$ cat src/rtl/branch_resolve_unit_pkg.sv
// Shared definitions for the branch resolution unit:
// opcode/funct3 constants, B-immediate extraction and counter helpers.
package branch_resolve_unit_pkg;

  localparam logic [6:0] OPC_BRANCH = 7'b1100011;

  localparam logic [2:0] FNC_BEQ  = 3'b000;
  localparam logic [2:0] FNC_BNE  = 3'b001;
  localparam logic [2:0] FNC_BLT  = 3'b100;
  localparam logic [2:0] FNC_BGE  = 3'b101;
  localparam logic [2:0] FNC_BLTU = 3'b110;
  localparam logic [2:0] FNC_BGEU = 3'b111;

  typedef logic [1:0] ctr_t;

  localparam ctr_t CTR_WNT = 2'b01;

  function automatic logic [12:0] b_imm(
    input logic [31:0] i
  );
    return {i[31], i[7], i[30:25], i[11:8], 1'b0};
  endfunction

  function automatic ctr_t SAT_INC(input ctr_t c);
    return (c == 2'b11) ? c : c + 2'd1;
  endfunction

  function automatic ctr_t SAT_DEC(input ctr_t c);
    return (c == 2'b00) ? c : c - 2'd1;
  endfunction

endpackage

$ cat src/rtl/branch_resolve_unit_cmp.sv
// Branch comparator: equality and signed/unsigned less-than.
// brun selects the unsigned compare.
module branch_cmp
  #(parameter int XLEN = 32)
  (
    input  logic [XLEN-1:0] a,
    input  logic [XLEN-1:0] b,
    input  logic            brun,
    output logic            eq,
    output logic            lt
  );

  assign eq = (a == b);
  assign lt = brun ? (a < b)
                   : ($signed(a) < $signed(b));

endmodule

$ cat src/rtl/branch_resolve_unit.sv
// Execute-stage branch resolution with a registered result stage,
// bimodal predictor training and mispredict statistics.
module branch_resolve_unit
  import branch_resolve_unit_pkg::*;
  #(
    parameter int XLEN      = 32,
    parameter int BHT_DEPTH = 64,
    parameter int PC_LSB    = 2,
    parameter int CNT_W     = 32
  )
  (
    input  logic             clk,
    input  logic             rst,
    input  logic             in_valid,
    output logic             in_ready,
    input  logic [31:0]      inst,
    input  logic [XLEN-1:0]  pc,
    input  logic [XLEN-1:0]  rs1_data,
    input  logic [XLEN-1:0]  rs2_data,
    input  logic             pred_taken,
    output logic             out_valid,
    input  logic             out_ready,
    output logic             is_branch,
    output logic             illegal,
    output logic             taken,
    output logic             brun,
    output logic             redirect,
    output logic [XLEN-1:0]  redirect_pc,
    input  logic [XLEN-1:0]  lookup_pc,
    output logic             lookup_taken,
    output logic [CNT_W-1:0] branch_count,
    output logic [CNT_W-1:0] mispredict_count
  );

  localparam int IDX_W = $clog2(BHT_DEPTH);

  logic [6:0]      opcode;
  logic [2:0]      funct3;
  logic            br;
  logic            ill;
  logic            unsig;
  logic            eq;
  logic            lt;
  logic            tk;
  logic            redir;
  logic            acc;
  logic [12:0]     imm;
  logic [XLEN-1:0] imm_x;
  logic [XLEN-1:0] target;
  logic [XLEN-1:0] fall;
  logic [XLEN-1:0] npc;
  logic [IDX_W-1:0] widx;
  logic [IDX_W-1:0] ridx;
  logic            unused_ok;

  ctr_t bht [BHT_DEPTH];

  assign opcode = inst[6:0];
  assign funct3 = inst[14:12];
  assign br     = (opcode == OPC_BRANCH);
  assign ill    = br && (funct3[2:1] == 2'b01);
  assign unsig  = br && (funct3[2:1] == 2'b11);

  branch_cmp #(.XLEN(XLEN)) u_cmp (
    .a    (rs1_data),
    .b    (rs2_data),
    .brun (unsig),
    .eq   (eq),
    .lt   (lt)
  );

  always_comb begin
    tk = 1'b0;
    if (br) begin
      unique case (funct3)
        FNC_BEQ:           tk = eq;
        FNC_BNE:           tk = !eq;
        FNC_BLT, FNC_BLTU: tk = lt;
        FNC_BGE, FNC_BGEU: tk = !lt;
        default:           tk = 1'b0;
      endcase
    end
  end

  assign imm    = b_imm(inst);
  assign imm_x  = {{(XLEN-13){imm[12]}}, imm};
  assign target = pc + imm_x;
  assign fall   = pc + XLEN'(4);
  assign npc    = tk ? target : fall;
  assign redir  = br && (tk != pred_taken);

  assign in_ready = !rst && (!out_valid || out_ready);
  assign acc      = in_valid && in_ready;

  assign widx         = pc[PC_LSB +: IDX_W];
  assign ridx         = lookup_pc[PC_LSB +: IDX_W];
  assign lookup_taken = bht[ridx][1];

  // rs fields are consumed upstream; only the index bits of lookup_pc matter
  assign unused_ok = ^{inst[24:15], lookup_pc};

  always_ff @(posedge clk) begin
    if (rst) begin
      out_valid        <= 1'b0;
      is_branch        <= 1'b0;
      illegal          <= 1'b0;
      taken            <= 1'b0;
      brun             <= 1'b0;
      redirect         <= 1'b0;
      redirect_pc      <= '0;
      branch_count     <= '0;
      mispredict_count <= '0;
      for (int i = 0; i < BHT_DEPTH; i++)
        bht[i] <= CTR_WNT;
    end else begin
      if (acc) begin
        out_valid   <= 1'b1;
        is_branch   <= br;
        illegal     <= ill;
        taken       <= tk;
        brun        <= unsig;
        redirect    <= redir;
        redirect_pc <= npc;
      end else if (out_ready) begin
        out_valid <= 1'b0;
      end
      if (acc && br) begin
        if (branch_count != '1)
          branch_count <= branch_count + CNT_W'(1);
        if (redir && mispredict_count != '1)
          mispredict_count <= mispredict_count + CNT_W'(1);
        if (!ill)
          bht[widx] <= tk ? SAT_INC(bht[widx])
                          : SAT_DEC(bht[widx]);
      end
    end
  end

endmodule

$ cat config.mk
export PLATFORM = sky130hd
export DESIGN_NAME = branch_resolve_unit
export DESIGN_NICKNAME = d
export VERILOG_FILES = /design/src/rtl/branch_resolve_unit_pkg.sv /design/src/rtl/branch_resolve_unit_cmp.sv /design/src/rtl/branch_resolve_unit.sv
export SDC_FILE = /design/constraint.sdc
export NUM_CORES = 1
export LEC_CHECK = 0
export BUFFER_PORTS_ARGS = -buffer_cell sky130_fd_sc_hd__buf_2
export CELL_PAD_IN_SITES_DETAIL_PLACEMENT = 0
export CELL_PAD_IN_SITES_GLOBAL_PLACEMENT = 1
export CORE_MARGIN = 2
export CORE_UTILIZATION = 39
export CTS_BUF_LIST = sky130_fd_sc_hd__clkbuf_16
export CTS_CLUSTER_SIZE = 28
export DETAILED_ROUTE_END_ITERATION = 12
export MAX_ROUTING_LAYER = met4
export PLACE_DENSITY_LB_ADDON = 0.12
export SLEW_MARGIN = 20
export SYNTH_ARGS = -nofsm -noshare
export SYNTH_HDL_FRONTEND = slang
export SYNTH_SLANG_ARGS = --single-unit
$ cat constraint.sdc
create_clock -name clk -period 3.3 [get_ports clk]
set_clock_uncertainty 0.05 [all_clocks]
set_input_delay 0.495 -clock clk [delete_from_list [all_inputs] [get_ports clk]]
set_output_delay 0.495 -clock clk [all_outputs]
set_load 0.01 [all_outputs]
# Word-level counts from Yosys, hierarchy flattened
# Memory sizes are Yosys's and may differ from the RTL's.
# Index checks and enable logic that the tools add are counted.
# word_totals
register_bits,102
latch_bits,0
romBits,0
output_inout_bits,104
mem_bits_rw,128
word_cells,69
memories,1
# op_classes
eq_ne,13
shift,0
magnitude_cmp,2
bitwise,0
n_mux,18
reduce_logical,20
multipliers,0
addsub,6
div,0
# memory_table
memory,depth,word_bits,read_ports,rd_clocked_by_memory_dff,write_ports,line_no,source
bht,64,2,2,0,64,branch_resolve_unit.sv:56,ctr_t bht [BHT_DEPTH];
# op_table
operator,count
"32-bit by 1-bit adder with 32-bit output, second input constant",2
32-bit < comparator,2
"32-bit != test, second input constant",2
"32-bit by 3-bit adder with 32-bit output, second input constant",1
32-bit adder,1
32-bit == test,1
32-bit 2-to-1 mux,1
"3-bit == test, second input constant",4
1-bit 2-to-1 mux,11
2-bit 2-to-1 mux,4
"7-bit == test, second input constant",1
1-bit logical AND,7
6-bit 2-to-1 mux,1
2-bit OR reduction,3
"2-bit == test, second input constant",2
1-bit zero test,4
1-bit one-hot mux with 4 select lines,1
2-bit AND reduction,2
"3-bit by 1-bit == test with 1-bit output, second input constant",1
3-bit zero test,1
"2-bit by 1-bit adder with 2-bit output, second input constant",1
"2-bit by 1-bit == test with 1-bit output, second input constant",1
2-bit zero test,1
2-bit nonzero test,1
other kinds (3),3

# Depth between registers and ports, before layout
# logic_depth
word_depth,10
ltp_mapped,13

# Cells and area by module
# Synthesis repeated with hierarchy kept, for this count alone.
# hier_totals
hier_cells,1626
area_unflattened_um2,14730.4
# by_module_without_submodules
module,cells_per_inst,n_inst,area_per_inst_um2,seq_area_each_um2
branch_resolve_unit,1514,1,13915.8,5885.6
branch_cmp,112,1,814.5,0.0

# Least setup slack after synthesis
# No wires, ideal clock.
# synth_path
path_type,input to output
from,input lookup_pc[2]
to,output lookup_taken
slack_ns,-0.180
stages,5
n_path_buf,2
arrival_ns,2.935
path_cell_list,clkbuf_1 -> buf_1 -> mux4_2 -> mux4_2 -> mux4_2
# synth_between
elab_chain_len,1
# synth_rtl
item,line_no,source
"start, declared",branch_resolve_unit.sv:29,"input logic [XLEN-1:0] lookup_pc,"
memory read 64 x 2 bit,--,
"end, declared",branch_resolve_unit.sv:30,"output logic lookup_taken,"
# Every way passes these cells.

==> flow_summary.ini <==
[outcome]
outcome = finished, final reports clean

[finish]
final_nets = 2060
fin_util_pct = 48.7
final_common_cell = buf_2
fill_cells = 3515
fin_area_mm2 = 0.0176
multiInputGateArea_mm2 = 0.00778
stdcell_count = 2324
drive_above_1_share_pct = 27.7
seq_area_mm2 = 0.00589
area_delta_synth_final_pct = 23.9
layout_common_cells = buf_2 (231), nand2_1 (152), nor2_1 (146)

[setup_path]
crit_path_frequent_cell = mux4_2
crit_required_ns = 2.75
end_kind = output port
cp_top_family = multiplexers
worstSetupPathType = reg -> out
cp_max_fo = 2
slowest_stage = mux4_2
path_buf_inv = 1
start_kind = flop
path_cells = mux4_2, mux4_2, mux4_2, buf_2
slowest_delay_ns = 0.55
arrival_ns = 2.65

[timing]
hold_viol_final = 0
maxSlewHeadroom_pct = 27.3
tightest_slew_ns = 1.09
post-route-min-period_ns = 3.20
post-route-period-util_pct = 96.8
slew_violations = 0
rsz0062_at_grt = no
finalSetupViolations = 0
holdWs_ns = 0.0696
max_freq_mhz = 313

[clocking]
htree_levels = 1
cts.path.max_buffers = 3
numClockSinks = 230
cts_resized = 0
tritoncts.num_buffers = 29
cts_tree = done
root_buffer = clkbuf_16
path_clk_slew_ns = 0.06
post_cts_buffers = 0
hold_buffers = 0
worstSkewPairLatency_ns = 0.58

[global_route]
antenna_found_initial = 5
grt_max_degree = 163
overflow = 0
first_global_vias = 12400
grtUsageTotal_pct = 23.2
grt_pass1_wl_um = 67800

[die]
fp.dieH_um = 195
ios = 269
num_rows = 70
die_x_um = 195
core_mm2 = 0.0363
die_area_mm2 = 0.0381
start_util_pct = 39.3

[place]
portBuffers = 232
dp_cells = 2266
placed_cell_area_mm2 = 0.0167
dp_hpwl_um = 32100
gp_congestion = 0.865

[detailed_routing]
wl_met3_um = 2610
wl_met2_um = 20500
post_drt_wl_per_cell_um = 18.7
vias = 12600
top_layer = met4
wl_um = 43500
vias_per_cell = 5.44
met1_length_um = 19400
ant_nets = 0
first_pass_iters = 5
drcViolationCount = 0
drt_iter0_drc = 722

[yosys]
synth.avg_cell_area_um2 = 9.29
synth_edf_count = 128
ys_warn_count = 0
ys_ff_latch = 230
synthCells = 1534
syn_area_mm2 = 0.0142
synth.distinct_cells = 71
ys.flop_type = edfxtp_1
async_flop_share_pct = 0
ys_seq_area_share_pct = 41.3
syn_nets = 1765

[power]
seqPwrFrac_pct = 41.5
power_density_mw_per_mm2 = 424
max-vdd-ir-drop_v = 0.000425
total_power_w = 0.00749
p_int_w = 0.00549
clkPwrFrac_pct = 43.1
pwr-share-comb_pct = 15.4
switchingPower_w = 0.00200
p_leak_nw = 6.80
p_sw_share_pct = 26.7

[job]
cap_violations = 0

[hold_path]
hp-class = in -> reg
-- cells in the mapped netlist, drive strengths merged (39+ instances only) --
| master | count | area [um2] |
|---|---|---|
| a21oi | 81 | 405 |
| clkbuf | 59 | 221 |
| inv | 60 | 225 |
| nand3 | 74 | 383 |
| xnor2 | 39 | 342 |
| ha | 65 | 813 |
| nand2 | 152 | 571 |
| nor2 | 146 | 548 |
| xor2 | 44 | 385 |
| dfxtp | 102 | 2040 |
| o21ai | 71 | 355 |
| nor3 | 58 | 475 |
| edfxtp | 128 | 3840 |
| a22oi | 40 | 300 |
-- sequential cells by signal, summed over array words and instances (netlist names) --
register	count
bht	128
branch_count	32
brun	1
illegal	1
is_branch	1
mispredict_count	32
out_valid	1
redirect	1
redirect_pc	32
taken	1
-- area by class of cell --
| type | count | area share (%) |
|---|---|---|
| antenna | 4 | 0.0567 |
| clock inverter | 25 | 1.35 |
| tap | 468 | 3.32 |
| clock buffer | 29 | 4.11 |
| sequential | 230 | 33.3 |
| inverter | 60 | 1.28 |
| multi-input combinational | 1156 | 44.1 |
| timing repair buffer | 352 | 12.5 |
-- power groups by stage --
stage / clock (W) / sequential, W / combinational, W
3_5_place_dp: 0 / 0.00317 / 0.00115
3_3_place_gp: 0 / 0.00317 / 0.00114
6_report: 0.00322 / 0.00311 / 0.00115
5_1_grt: 0.00341 / 0.00311 / 0.00127
2_1_floorplan: 0 / 0.00317 / 0.000695
4_1_cts: 0.00328 / 0.00311 / 0.00116
-- worst reg2reg max path, stage by stage, from the launching register on --
cell and delay, ns:
dfxtp_1 0.41, and3_1 0.22, and3_1 0.22, nand3_1 0.18, or4_1 0.50, nor2_1 0.10
mux2i_1 0.07, buf_4 0.16, nor4b_1 0.38, mux2_1 0.35
-- cell families after synthesis --
logic type	share of synthesized area, %
buffers and inverters	4.26
and+or+nand+nor	24.4
muxes	4.29
adders and majority gates	6.00
AOI/OAI and AO/OA	14.6
DFF	41.3
xor gates and xnor gates	5.10
-- stage by stage --
stage | TNS [ns] | setup slack [ns]
2_1_floorplan | 0 | 0.00515
3_3_place_gp | -23.90 | -0.218
5_1_grt | 0 | 0.0327
4_1_cts | 0 | 0.0826
6_report | 0 | 0.105
3_5_place_dp | -32.54 | -0.309
-- per-layer routing --
metal  vias up  GRT usage, %
met5         -             -
met4         0          5.65
met3        65          4.66
met2       306          37.9
met1      6037          29.6
li1       6228             -
-- worst paths after layout --
path,start,end,slack [ns],depth (start not counted)
max,bht[63][1],lookup_taken,0.10,4
min,pc[0],redirect_pc[0],0.07,3
min reg2reg,taken,taken,0.40,2
max reg2reg,mispredict_count[3],mispredict_count[30],0.55,9
No activity file was read; power rests on OpenSTA's default activity.
